$ cat src/rtl/codificador_tx.sv
// codificador_tx: SECDED (8,4) encoder feeding a UART-style serial transmitter.
// Frame = start bit (0), 8 codeword bits LSB first, stop bit (1), each held
// CLKS_PER_BIT clocks. Optional macro ERROR_INJECT_EN adds the err_inj port,
// whose mask is XORed into the codeword when a frame is accepted.
module codificador_tx #(
  parameter int CLKS_PER_BIT = 4
) (
  input  logic       clk,
  input  logic       rst,
  input  logic       start,
  input  logic [3:0] entrada,
`ifdef ERROR_INJECT_EN
  input  logic [7:0] err_inj,
`endif
  output logic       tx_serial,
  output logic       busy,
  output logic       done,
  output logic [7:0] palabra_tx
);

  localparam int              CW        = (CLKS_PER_BIT > 2) ? $clog2(CLKS_PER_BIT) : 1;
  localparam logic [CW-1:0]   BAUD_LAST = CW'(CLKS_PER_BIT - 1);

  localparam logic [1:0] S_IDLE  = 2'd0;
  localparam logic [1:0] S_START = 2'd1;
  localparam logic [1:0] S_DATA  = 2'd2;
  localparam logic [1:0] S_STOP  = 2'd3;

  logic [1:0]    r_state;
  logic [CW-1:0] r_baud;
  logic [2:0]    r_bit;
  logic          r_tx;
  logic [7:0]    r_word;

  logic [7:0]    w_code;
  logic [7:0]    w_frame_word;
  logic          w_bit_end;
  logic [2:0]    w_next_bit;

  // SECDED (8,4) encoder: Hamming parity at positions 1,2,4, overall parity at 0
  always_comb begin
    w_code    = '0;
    w_code[3] = entrada[0];
    w_code[5] = entrada[1];
    w_code[6] = entrada[2];
    w_code[7] = entrada[3];
    w_code[1] = entrada[0] ^ entrada[1] ^ entrada[3];
    w_code[2] = entrada[0] ^ entrada[2] ^ entrada[3];
    w_code[4] = entrada[1] ^ entrada[2] ^ entrada[3];
    w_code[0] = ^w_code[7:1];
  end

`ifdef ERROR_INJECT_EN
  assign w_frame_word = w_code ^ err_inj;
`else
  assign w_frame_word = w_code;
`endif

  assign w_bit_end  = (r_baud == BAUD_LAST);
  assign w_next_bit = r_bit + 3'd1;

  // Frame sequencer: state, baud counter, bit index, registered line and codeword
  always_ff @(posedge clk) begin
    if (rst) begin
      r_state <= S_IDLE;
      r_baud  <= '0;
      r_bit   <= '0;
      r_tx    <= 1'b1;
      r_word  <= '0;
    end else begin
      case (r_state)
        S_IDLE: begin
          r_baud <= '0;
          r_bit  <= '0;
          r_tx   <= 1'b1;
          if (start) begin
            r_state <= S_START;
            r_tx    <= 1'b0;
            r_word  <= w_frame_word;
          end
        end
        S_START: begin
          if (w_bit_end) begin
            r_baud  <= '0;
            r_bit   <= '0;
            r_state <= S_DATA;
            r_tx    <= r_word[0];
          end else begin
            r_baud <= r_baud + CW'(1);
          end
        end
        S_DATA: begin
          if (w_bit_end) begin
            r_baud <= '0;
            if (r_bit == 3'd7) begin
              r_state <= S_STOP;
              r_bit   <= '0;
              r_tx    <= 1'b1;
            end else begin
              r_bit <= w_next_bit;
              r_tx  <= r_word[w_next_bit];
            end
          end else begin
            r_baud <= r_baud + CW'(1);
          end
        end
        S_STOP: begin
          if (w_bit_end) begin
            r_baud  <= '0;
            r_state <= S_IDLE;
          end else begin
            r_baud <= r_baud + CW'(1);
          end
        end
        default: begin
          r_state <= S_IDLE;
          r_baud  <= '0;
          r_bit   <= '0;
          r_tx    <= 1'b1;
        end
      endcase
    end
  end

  assign tx_serial  = r_tx;
  assign busy       = (r_state != S_IDLE);
  assign done       = (r_state == S_STOP) && w_bit_end;
  assign palabra_tx = r_word;

endmodule
$ cat config.mk
export PLATFORM = sky130hd
export DESIGN_NAME = codificador_tx
export DESIGN_NICKNAME = d
export VERILOG_FILES = /design/src/rtl/codificador_tx.sv
export SDC_FILE = /design/constraint.sdc
export NUM_CORES = 1
export LEC_CHECK = 0
export BUFFER_PORTS_ARGS = -buffer_cell sky130_fd_sc_hd__buf_4
export CORE_UTILIZATION = 56
export DETAILED_ROUTE_END_ITERATION = 8
export PLACE_DENSITY_LB_ADDON = 0.05
export SYNTH_ARGS = -nofsm -noshare
export SYNTH_HDL_FRONTEND = slang
export SYNTH_SLANG_ARGS = --single-unit
$ cat constraint.sdc
create_clock -name clk -period 4.7 [get_ports clk]
set_clock_uncertainty 0.05 [all_clocks]
set_input_delay 0.94 -clock clk [delete_from_list [all_inputs] [get_ports clk]]
set_output_delay 0.94 -clock clk [all_outputs]
set_load 0.02 [all_outputs]
==> impl_metrics.env <==
export IMPL_status="completed"
export IMPL_cts_max_path_buffers=2
export IMPL_port_buffers=17
export IMPL_placementRows=14
export IMPL_path_buf_inv=1
export IMPL_final_cells=137
export IMPL_grt_max_degree=17
export IMPL_viasPerCell=5.54
export IMPL_io_pins=18
export IMPL_dp_hpwl_um=1420
export IMPL_multiInputGateArea_um2=541
export IMPL_final_cell_area_um2=1070
export IMPL_worst_hold_slack_ns=0.404
export IMPL_muxShareOfSynthArea_pct=8.04
export IMPL_cp_required_ns=3.71
export IMPL_crit_type="reg2out"
export IMPL_die_area_um2=1780
export IMPL_p_per_area_nw_per_um2=520
export IMPL_drt_wl_total_um=1920
export IMPL_ant_nets=0
export IMPL_cts_tree="built"
export IMPL_globalplace_congestion=0.802
export IMPL_die_h_um=42.1
export IMPL_critPathLaunchType="flip-flop"
export IMPL_final_core_util_pct=70.8
export IMPL_post_dp_cell_area_um2=1030
export IMPL_synth_xor_area_share_pct=5.83
export IMPL_antenna_found_initial=0
export IMPL_syn_avg_cell_area_um2=8.76
export IMPL_min_period_over_period_pct=49.3
export IMPL_setup_viol_count_final=0
export IMPL_synth_top_cell_area_share_pct=35.5
export IMPL_fmax_mhz=432
export IMPL_mostFrequentLayoutCells="nand2_1, buf_4, dfxtp_1, a21oi_1, ha_1"
export IMPL_synth_edf_count=0
export IMPL_worstSetupEndpointType="primary output"
export IMPL_rsz0062_at_grt="false"
export IMPL_drc=0
export IMPL_grt_usage_pct=23.3
export IMPL_netlist_area_um2=902
export IMPL_h_tree_depth=1
export IMPL_worstSkewPairLatency_ns=0.29
export IMPL_path_delay_family="flip-flops"
export IMPL_path_cells="ha_1 -> and2_1 -> buf_4"
export IMPL_worst_pin_slew_ns=0.513
export IMPL_leakagePower_nw=0.468
export IMPL_cp_max_fo=11
export IMPL_seqCellArea_um2=320
export IMPL_synth_warnings=0
export IMPL_path_clk_slew_ns=0.10
export IMPL_dieWidth_um=42.1
export IMPL_worstPathArrival_ns=1.33
export IMPL_post_cts_buffers=0
export IMPL_maxSlewHeadroom_pct=65.7
export IMPL_grt_overflow=0
export IMPL_cts_resized=0
export IMPL_numCtsBuffers=3
export IMPL_layout_commonest_cell="nand2_1"
export IMPL_async_flop_share_pct=0
export IMPL_syn_inst=103
export IMPL_ctsHoldBuffers=0
export IMPL_drive_above_1_share_pct=20.7
export IMPL_irDropWorstVdd_v=0.000470
export IMPL_yosys_top_cells_area="dfxtp_1, ha_1, nand2_1"
export IMPL_synth_compound_area_share_pct=14.7
export IMPL_grt_pass1_vias=652
export IMPL_ys_flop_type="dfxtp_1"
export IMPL_grt_pass1_wl_um=3060
export IMPL_yosys_area_top_type="dfxtp_1"
export IMPL_dp_cells=133
export IMPL_area_delta_synth_final_pct=18.3
export IMPL_num_vias=759
export IMPL_wl_per_cell_um=14.0
export IMPL_synth_cell_types=28
export IMPL_drv_slew=0
export IMPL_synth_top_family_by_area="simple AND/OR/NAND/NOR gates"
export IMPL_synthAdderAreaFrac_pct=12.5
export IMPL_initial_core_util_pct=59.9
export IMPL_fillers=127
export IMPL_fin_nets=138
export IMPL_clock_tree_root_cell="clkbuf_4"
export IMPL_coreArea_um2=1510
export IMPL_critical_path_max_stage_delay_ns=0.36
export IMPL_ys_seq_area_share_pct=35.5
export IMPL_clkSinkCount=16
export IMPL_dr_pass1_iters=4
export IMPL_first_iter_violations=22
export IMPL_cp_slowest_cell="dfxtp_1"
export IMPL_syn_nets=119
export IMPL_hold_class="reg2reg"
export IMPL_synthSimpleGateAreaFrac_pct=18.9
export IMPL_finalHoldViolCount=0
export IMPL_synth_seq_cells=16
export IMPL_max_cap_viol_count=0
export IMPL_fin_crit_ns=2.32
export IMPL_diodes=0
export IMPL_fin_setup_tns_ns=0
## kinds of logic after synthesis
| group | after synthesis |
|---|---|
| flops | 16 |
| buf+inv | 9 |
| compound gates | 21 |
| simple gates | 36 |
| xor+xnor | 6 |
| mux | 6 |
| fa+ha+maj | 9 |
## final timing paths
check,from,endpoint,slack (ns),cells after the start
setup / recovery,r_baud[0],done,2.38,3
hold / removal,r_baud[0],r_baud[0],0.40,1
setup reg to reg,r_bit[0],tx_serial,2.65,6
hold reg to reg,r_baud[0],r_baud[0],0.40,1
## area by class of cell
class                      instances  area share, %
clock buffer                       4           3.40
timing repair buffer              17           12.0
sequential                        16           30.0
multi-input combinational         78           50.6
inverter                           6           2.11
tap                               16           1.88
## worst reg2reg max path: stages (launching register included)
cell	delay [ns]
dfxtp_1	0.38
ha_1	0.25
ha_1	0.37
mux4_2	0.52
a2bb2oi_1	0.14
a21oi_1	0.14
o211ai_1	0.09
## routing by layer
metal	GRT usage (%)	vias to the layer above	share of wire (%)
li1	-	389	-
met1	33.0	348	48
met2	33.1	20	46
met3	3.88	2	3.9
met4	13.8	0	1.1
met5	0	-	0
## registers in the layout, summed over array words and instances, names as in the netlist
signal and count:
palabra_tx 8, tx_serial 1, r_baud 2, r_bit 3, r_state 2
## power breakdown
part / switching (mW) / internal, mW
Combinational: 0.155 / 0.114
Clock: 0.0478 / 0.0472
Sequential: 0.0244 / 0.166
## Yosys cell counts, types with 2 or more instances
master / count
nand2_1: 19
dfxtp_1: 16
a21oi_1: 11
ha_1: 9
inv_1: 6
nor2_1: 6
xnor2_1: 6
mux2i_1: 5
o21ai_0: 3
nand3_1: 2
nor2b_1: 2
nor4b_1: 2
## stage by stage
stage          worst slack (ns)  total power [mW]
6_report                   2.38             0.555
3_5_place_dp               2.66             0.459
5_1_grt                    2.32             0.587
3_3_place_gp               2.76             0.450
2_1_floorplan              2.81             0.377
4_1_cts                    2.40             0.552
(Power assumes the default switching activity.)
